--- src/rtl/seven_seg_scan.sv ---
// seven_seg_scan: 4-digit multiplexed common-anode seven-segment driver with frame-coherent digit capture.
// Optional feature macro: LEADING_ZERO_BLANK_EN (dark the slots above the most significant nonzero digit).
module seven_seg_scan #(
  parameter int REFRESH_DIV = 100000,
  parameter int CNT_W       = 17
) (
  input  logic       clk,
  input  logic       reset,
  input  logic       enable,
  input  logic [3:0] ones,
  input  logic [3:0] tens,
  input  logic [3:0] hundreds,
  input  logic [3:0] thousands,
  output logic [3:0] an,
  output logic [6:0] seg,
  output logic       dp
);

  localparam logic [CNT_W-1:0] LAST_CNT = CNT_W'(REFRESH_DIV - 1);
  localparam logic [CNT_W-1:0] CNT_ONE  = CNT_W'(1);
  localparam logic [3:0]       AN_DARK  = 4'b1111;
  localparam logic [6:0]       SEG_DARK = 7'h7F;

  logic [CNT_W-1:0] r_presc;
  logic [1:0]       r_idx;
  logic [15:0]      r_shadow;
  logic [3:0]       r_an;
  logic [6:0]       r_seg;

  logic             w_tick;
  logic [3:0]       w_digit;
  logic [3:0]       w_blank;
  logic             w_dark;

  function automatic logic [6:0] hex_to_seg(input logic [3:0] d);
    logic [6:0] s;
    case (d)
      4'h0:    s = 7'b1000000;
      4'h1:    s = 7'b1111001;
      4'h2:    s = 7'b0100100;
      4'h3:    s = 7'b0110000;
      4'h4:    s = 7'b0011001;
      4'h5:    s = 7'b0010010;
      4'h6:    s = 7'b0000010;
      4'h7:    s = 7'b1111000;
      4'h8:    s = 7'b0000000;
      4'h9:    s = 7'b0010000;
      4'hA:    s = 7'b0001000;
      4'hB:    s = 7'b0000011;
      4'hC:    s = 7'b1000110;
      4'hD:    s = 7'b0100001;
      4'hE:    s = 7'b0000110;
      4'hF:    s = 7'b0001110;
      default: s = 7'h7F;
    endcase
    return s;
  endfunction

  // A tick only exists while enabled, so dropping enable on the wrap edge swallows it.
  assign w_tick = enable && (r_presc == LAST_CNT);

  // Slot-time prescaler, frozen while disabled.
  always_ff @(posedge clk or posedge reset) begin
    if (reset) begin
      r_presc <= '0;
    end else if (w_tick) begin
      r_presc <= '0;
    end else if (enable) begin
      r_presc <= r_presc + CNT_ONE;
    end else begin
      r_presc <= r_presc;
    end
  end

  // Slot index and shadow digits; the shadow only reloads on the 3->0 wrap so a frame never tears.
  always_ff @(posedge clk or posedge reset) begin
    if (reset) begin
      r_idx    <= 2'd0;
      r_shadow <= 16'h0000;
    end else if (w_tick) begin
      r_idx <= r_idx + 2'd1;
      if (r_idx == 2'd3) begin
        r_shadow <= {thousands, hundreds, tens, ones};
      end else begin
        r_shadow <= r_shadow;
      end
    end else begin
      r_idx    <= r_idx;
      r_shadow <= r_shadow;
    end
  end

  // Digit of the current slot.
  always_comb begin
    w_digit = 4'h0;
    case (r_idx)
      2'd0:    w_digit = r_shadow[3:0];
      2'd1:    w_digit = r_shadow[7:4];
      2'd2:    w_digit = r_shadow[11:8];
      2'd3:    w_digit = r_shadow[15:12];
      default: w_digit = 4'h0;
    endcase
  end

  // Leading-zero mask, derived from the shadow so it only moves at frame capture.
  always_comb begin
    w_blank = 4'b0000;
`ifdef LEADING_ZERO_BLANK_EN
    w_blank[3] = (r_shadow[15:12] == 4'h0);
    w_blank[2] = w_blank[3] && (r_shadow[11:8] == 4'h0);
    w_blank[1] = w_blank[2] && (r_shadow[7:4] == 4'h0);
    w_blank[0] = 1'b0;
`else
    w_blank = 4'b0000;
`endif
    w_dark = !enable || w_blank[r_idx];
  end

  // Anode and cathode registers are loaded together so a lit anode never pairs with a stale segment.
  always_ff @(posedge clk or posedge reset) begin
    if (reset) begin
      r_an  <= AN_DARK;
      r_seg <= SEG_DARK;
    end else if (w_dark) begin
      r_an  <= AN_DARK;
      r_seg <= SEG_DARK;
    end else begin
      r_an  <= ~(4'b0001 << r_idx);
      r_seg <= hex_to_seg(w_digit);
    end
  end

  assign an  = r_an;
  assign seg = r_seg;
  assign dp  = 1'b1;

endmodule

--- config.mk ---
export PLATFORM = sky130hd
export DESIGN_NAME = seven_seg_scan
export DESIGN_NICKNAME = d
export VERILOG_FILES = /design/src/rtl/seven_seg_scan.sv
export SDC_FILE = /design/constraint.sdc
export NUM_CORES = 1
export LEC_CHECK = 0
export CORE_UTILIZATION = 55
export DETAILED_ROUTE_END_ITERATION = 16
export PLACE_DENSITY = 0.8
export SYNTH_ARGS = -nofsm -noshare
export SYNTH_HDL_FRONTEND = slang
export SYNTH_SLANG_ARGS = --single-unit
export TNS_END_PERCENT = 100
--- constraint.sdc ---
create_clock -name clk -period 4.97 [get_ports clk]
set_input_delay 0.7455 -clock clk [delete_from_list [all_inputs] [get_ports clk]]
set_output_delay 0.7455 -clock clk [all_outputs]
set_load 0.05 [all_outputs]
==> impl_metrics.csv, run 1 <==
group,metric,value,unit
run_status,outcome,"finished clean",
clock_network,cts_resized,0,
finish,final_common_cell,"dfrtp_1",
power_and_ir_drop,p_per_area,268.8,nW/um2
route,vias,1583,
run,cap_violations,0,
finish,areaGrowthSynthToFinish,18.26,%
finish,multi_input_area,1032,um2
route,drt_first_iter_violations,138,
sta,final-setup-viol-count,0,
floorplan,io-pin-count,31,
place,portBuffers,29,
floorplan,chipWidth,66.31,um
sta,fin_skew,0.01272,ns
finish,n_antenna_cell,0,
finish,fillers,298,
global_routing,antenna_found_initial,0,
sta,tightestPinTransition,0.9933,ns
sta,timing.fmax,310.4,MHz
yosys,ys_ff_latch,46,
place,placed_cell_area,2610,um2
clock_network,numCtsBuffers,5,
place,gp_congestion,0.8132,
yosys,async_reset_ff_share,100.0,%
route,drt-wirelength-per-cell,14.83,um
clock_network,hold_buffers,0,
clock_network,ctsHtreeMaxLevel,2,
floorplan,die-area,4397,um2
global_routing,grt_start_max_net_pins,47,
route,routed_wl,4.152,mm
clock_network,ctsLongestPathBuffers,2,
place,place_inst,272,
route,ant_nets,0,
clock_network,ctsRootBufferMaster,"clkbuf_8",
global_routing,gr-total-overflow,0,
floorplan,fp-row-count,23,
finish,stdcell_area,2690,um2
power_and_ir_drop,p_leak,1.153,nW
sta,hold_viol_final,0,
sta,final.period_utilization,64.82,%
finish,fin_cells,280,
clock_network,cts.sinks,46,
sta,rsz0062_at_grt,"false",
route,vias_per_cell,5.654,
critical_path,worstPathArrival,3.40,ns
sta,setup_tns,0,ns
min_path,hold_path_class,"reg -> reg",
clock_network,post_cts_buffers,0,
finish,final_cell_mix,"dfrtp_1, clkdlybuf4s50_1, mux2_2",
sta,slew_headroom,33.50,%
yosys,syn_avg_cell_area,11.61,um2
critical_path,required,5.15,ns
yosys,syn_area,2275,um2
route,firstDrtPassIters,4,
sta,drv_slew,0,
yosys,synth_edf_count,0,
yosys,synth.distinct_cells,43,
clock_network,clk_latency,0.30,ns
critical_path,worstSetupPathType,"in -> reg",
sta,hold_ws,0.5125,ns
yosys,synth-seq-area-share,51.21,%
yosys,synthCells,196,
floorplan,initial_core_util,57.28,%
clock_network,cts_tree,"yes",
power_and_ir_drop,total_power,0.7231,mW
floorplan,core,3971,um2
critical_path,end_kind,"register",
finish,seq_area,1165,um2
sta,fin_crit,3.222,ns
yosys,synth_ff_type,"dfrtp_1",
power_and_ir_drop,peakVddDrop,0.0001617,V
global_routing,grt_pass1_vias,1535,
clock_network,clk_pin_slew,0.07,ns
floorplan,die_y,66.31,um
route,drc,0,
finish,nets,260,
global_routing,grt_pass1_wl,7.169,mm
critical_path,start_kind,"input port",
yosys,yosys_warnings,0,
global_routing,grt.total_usage,22.01,%
critical_path,cp_max_fo,18,
yosys,synth_nets,227,
place,hpwl,3.026,mm
finish,drive_above_1_share,16.96,%
==> synthesized netlist by cell type (all sizes together), types with 4 or more instances <==
library cell / count / share of area (%)
a222oi: 4 / 1.8
dfstp: 11 / 13
nor4: 4 / 1.1
xnor2: 11 / 4.2
dfrtp: 35 / 39
mux2i: 5 / 2.2
nand3: 8 / 1.8
xor2: 4 / 1.5
nand2: 17 / 2.8
mux2: 18 / 8.9
inv: 11 / 1.8
ha: 12 / 6.6
a21oi: 5 / 1.1
nor2: 9 / 1.5
buf: 4 / 1.3
==> kinds of logic after synthesis <==
| group | Yosys count | synth area share (%) |
|---|---|---|
| and+or+nand+nor | 58 | 13.86 |
| DFF | 46 | 51.21 |
| AOI/OAI and AO/OA | 24 | 7.867 |
| muxes | 23 | 11.11 |
| buffers and inverters | 17 | 3.410 |
| xor gates and xnor gates | 15 | 5.775 |
| adders and majority gates | 12 | 6.600 |
| other | 1 | 0.1649 |
==> state kept, by name, summed over array words and instances, names as in the netlist <==
register,flops
r_presc,17
r_shadow,16
seg,7
an,4
r_idx,2
==> stage by stage <==
step           setup WS (ns)  util [%]
6_report               1.748     67.74
5_1_grt                1.582     67.74
4_1_cts                1.718     67.74
3_5_place_dp           1.438     65.72
3_3_place_gp           1.485     65.72
2_1_floorplan          2.656         -
==> path summary, 6_finish.rpt <==
kind                             start           to  slack [ns]  depth (start not counted)
setup reg to reg              r_idx[0]       seg[3]        2.04                          9
hold reg to reg            r_shadow[7]  r_shadow[7]        0.51                          1
hold / removal             r_shadow[7]  r_shadow[7]        0.51                          1
setup / recovery                enable  r_shadow[1]        1.75                          5
min in group asynchronous        reset     r_idx[0]        0.90                          3
max in group asynchronous        reset       seg[3]        3.68                          3
==> critical path: stages <==
cell             delay (ns)
clkdlybuf4s50_1        0.87
and4_1                 0.32
nand3_1                0.14
nor4b_4                0.89
mux2_2                 0.42
==> per-layer routing <==
layer / vias up / share of wire (%) / GRT usage [%]
met1: 781 / 46 / 28.75
li1: 761 / - / -
met5: - / 0 / 0
met3: 8 / 3.3 / 5.345
met2: 33 / 49 / 35.33
met4: 0 / 1.7 / 7.979
==> cell type report <==
type / instances / area share (%)
Inverter: 12 / 1.674
Timing Repair Buffer: 31 / 11.35
Multi-Input combinational cell: 133 / 38.37
Sequential cell: 46 / 43.30
Tap cell: 50 / 2.326
Clock buffer: 8 / 2.977
==> report_power, final <==
group / switching (mW) / internal (mW) / total, mW
registers: 0.0279 / 0.399 / 0.427
logic: 0.0430 / 0.0383 / 0.0813
clock network: 0.115 / 0.100 / 0.215
Power figures use the tool's default switching activity.
==> inputs of run 2 (changes only) <==
- CORE_UTILIZATION: 55 -> 49
- PLACE_DENSITY: 0.8 -> 0.75
- clock period: 4.97 -> 2.6 ns (I/O delays scaled with it)
==> run 2 against run 1 <==
Against the previous run: register-to-register slack worse by 1.8 ns; critical path depth up 1; critical path type is now reg -> reg; largest cell class unchanged; clock power up 110%; highest routed layer unchanged; sequential power up 90%; first-iteration DRC count down 26%.
==> impl_metrics.csv, run 2 (synthesis results as in run 1) <==
group,metric,value,unit
global_routing,grt.total_usage,19.30,%
finish,n_antenna_cell,0,
clock_network,ctsLongestPathBuffers,2,
power_and_ir_drop,seqPwrFrac,57.3,%
finish,fillers,361,
finish,nets,265,
critical_path,worstPathArrival,2.56,ns
sta,tightestPinTransition,0.8316,ns
clock_network,post_cts_buffers,0,
power_and_ir_drop,p_per_area,510.5,nW/um2
power_and_ir_drop,p_leak,1.194,nW
place,portBuffers,29,
global_routing,met2_usage,28.95,%
route,firstDrtPassIters,4,
clock_network,ctsRootBufferMaster,"clkbuf_8",
place,gp_congestion,0.9227,
floorplan,initial_core_util,51.53,%
finish,drive_above_1_share,20.85,%
power_and_ir_drop,peakVddDrop,0.0003353,V
route,drt-wirelength-per-cell,14.18,um
floorplan,fp-row-count,24,
sta,fin_crit,2.358,ns
sta,setup_tns,0,ns
sta,timing.fmax,424.1,MHz
critical_path,worstSetupPathType,"reg -> reg",
place,dp_slack,0.05706,ns
critical_path,end_kind,"register",
critical_path,cp_max_fo,7,
global_routing,use_met1,25.14,%
clock_network,ctsHtreeMaxLevel,2,
global_routing,grt_start_max_net_pins,25,
global_routing,gr-total-overflow,0,
route,drt_first_iter_violations,102,
finish,final_util,62.73,%
route,vias_per_cell,5.523,
critical_path,r2r_slack,0.24,ns
sta,final-setup-viol-count,0,
finish,areaGrowthSynthToFinish,21.73,%
route,routed_wl,4.070,mm
clock_network,clk_latency,0.30,ns
sta,rsz0062_at_grt,"false",
global_routing,grt_pass1_vias,1561,
critical_path,r2r-end,"seg[0]",
critical_path,r2r_start,"r_idx[0]",
global_routing,grt_pass1_wl,7.238,mm
critical_path,start_kind,"register",
sta,slew_headroom,44.22,%
finish,largest_register_ffs,17,
sta,final.period_utilization,90.68,%
power_and_ir_drop,clkPwrFrac,31.4,%
sta,hold_ws,0.4509,ns
finish,final_cell_mix,"dfrtp_1, clkdlybuf4s50_1, mux2_2",
floorplan,die_y,70.14,um
place,hpwl,3.009,mm
clock_network,cts.sinks,46,
floorplan,die-area,4919,um2
critical_path,r2r.worst_path.cells,6,
floorplan,core,4414,um2
clock_network,cts_tree,"yes",
place,placed_cell_area,2663,um2
run,cap_violations,0,
sta,setup_slack,0.2423,ns
finish,final_common_cell,"dfrtp_1",
global_routing,top_usage_layer,"met2",
finish,top_register,"r_presc",
run_status,outcome,"finished clean",
place,place_inst,279,
power_and_ir_drop,netSwitchingFraction,25.30,%
global_routing,met3_usage,6.494,%
clock_network,hold_buffers,0,
clock_network,cts_resized,0,
clock_network,numCtsBuffers,5,
power_and_ir_drop,p_comb_share,11.3,%
floorplan,io-pin-count,31,
global_routing,antenna_found_initial,0,
min_path,hold_path_class,"in -> async",
sta,fin_skew,0.008916,ns
finish,stdcell_area,2769,um2
power_and_ir_drop,p_sw,0.3577,mW
critical_path,required,2.80,ns
sta,hold_viol_final,0,
power_and_ir_drop,intPower,1.056,mW
critical_path,setup.worst_path.start,"r_idx[0]",
route,ant_nets,0,
finish,fin_cells,287,
floorplan,chipWidth,70.14,um
power_and_ir_drop,total_power,1.414,mW
clock_network,clk_pin_slew,0.08,ns
sta,drv_slew,0,
route,vias,1585,
route,drc,0,
## run 2: cell count changes in the layout (fill, tap and decap cells not counted), sizes merged
cell    before  now
buf          2    7
clkbuf       8    7
clkinv       2    3
## run 2: area by class of cell
| cell class | instances | area [um2] | share of cell area, % |
|---|---|---|---|
| Clock inverter | 1 | 5.005 | 0.1807 |
| Multi-Input combinational cell | 133 | 1047 | 37.82 |
| Timing Repair Buffer | 36 | 355.3 | 12.83 |
| Inverter | 12 | 45.04 | 1.627 |
| Clock buffer | 7 | 86.33 | 3.118 |
| Sequential cell | 46 | 1165 | 42.07 |
| Tap cell | 52 | 65.06 | 2.350 |
## run 2: metal layers
metal / up-vias / wire, um
met1: 768 / 1935
met5: - / 0
met4: 0 / 120
met3: 12 / 148
met2: 33 / 1865
li1: 772 / -
## run 2: worst max-delay path by stage
stage                     endpoint  slack [ns]
after floorplan             seg[3]        0.38
after CTS                   seg[3]        0.03
after detailed placement    seg[3]        0.06
after global routing        seg[0]        0.01
final                       seg[0]        0.24
after global placement      seg[3]        0.05
## run 2: power groups by stage
stage	Combinational [mW]	Sequential (mW)	Clock, mW
final	0.160	0.810	0.444
after global placement	0.158	0.822	0
after detailed placement	0.161	0.823	0
after global routing	0.184	0.816	0.491
after floorplan	0.0816	0.834	0
after CTS	0.162	0.809	0.463
## run 2: critical path, stage by stage, from the launching register on
cell      delay [ns]
dfrtp_1         0.39
inv_1           0.11
ha_1            0.27
a222oi_1        0.60
a21oi_1         0.34
xnor2_1         0.20
a311oi_1        0.34
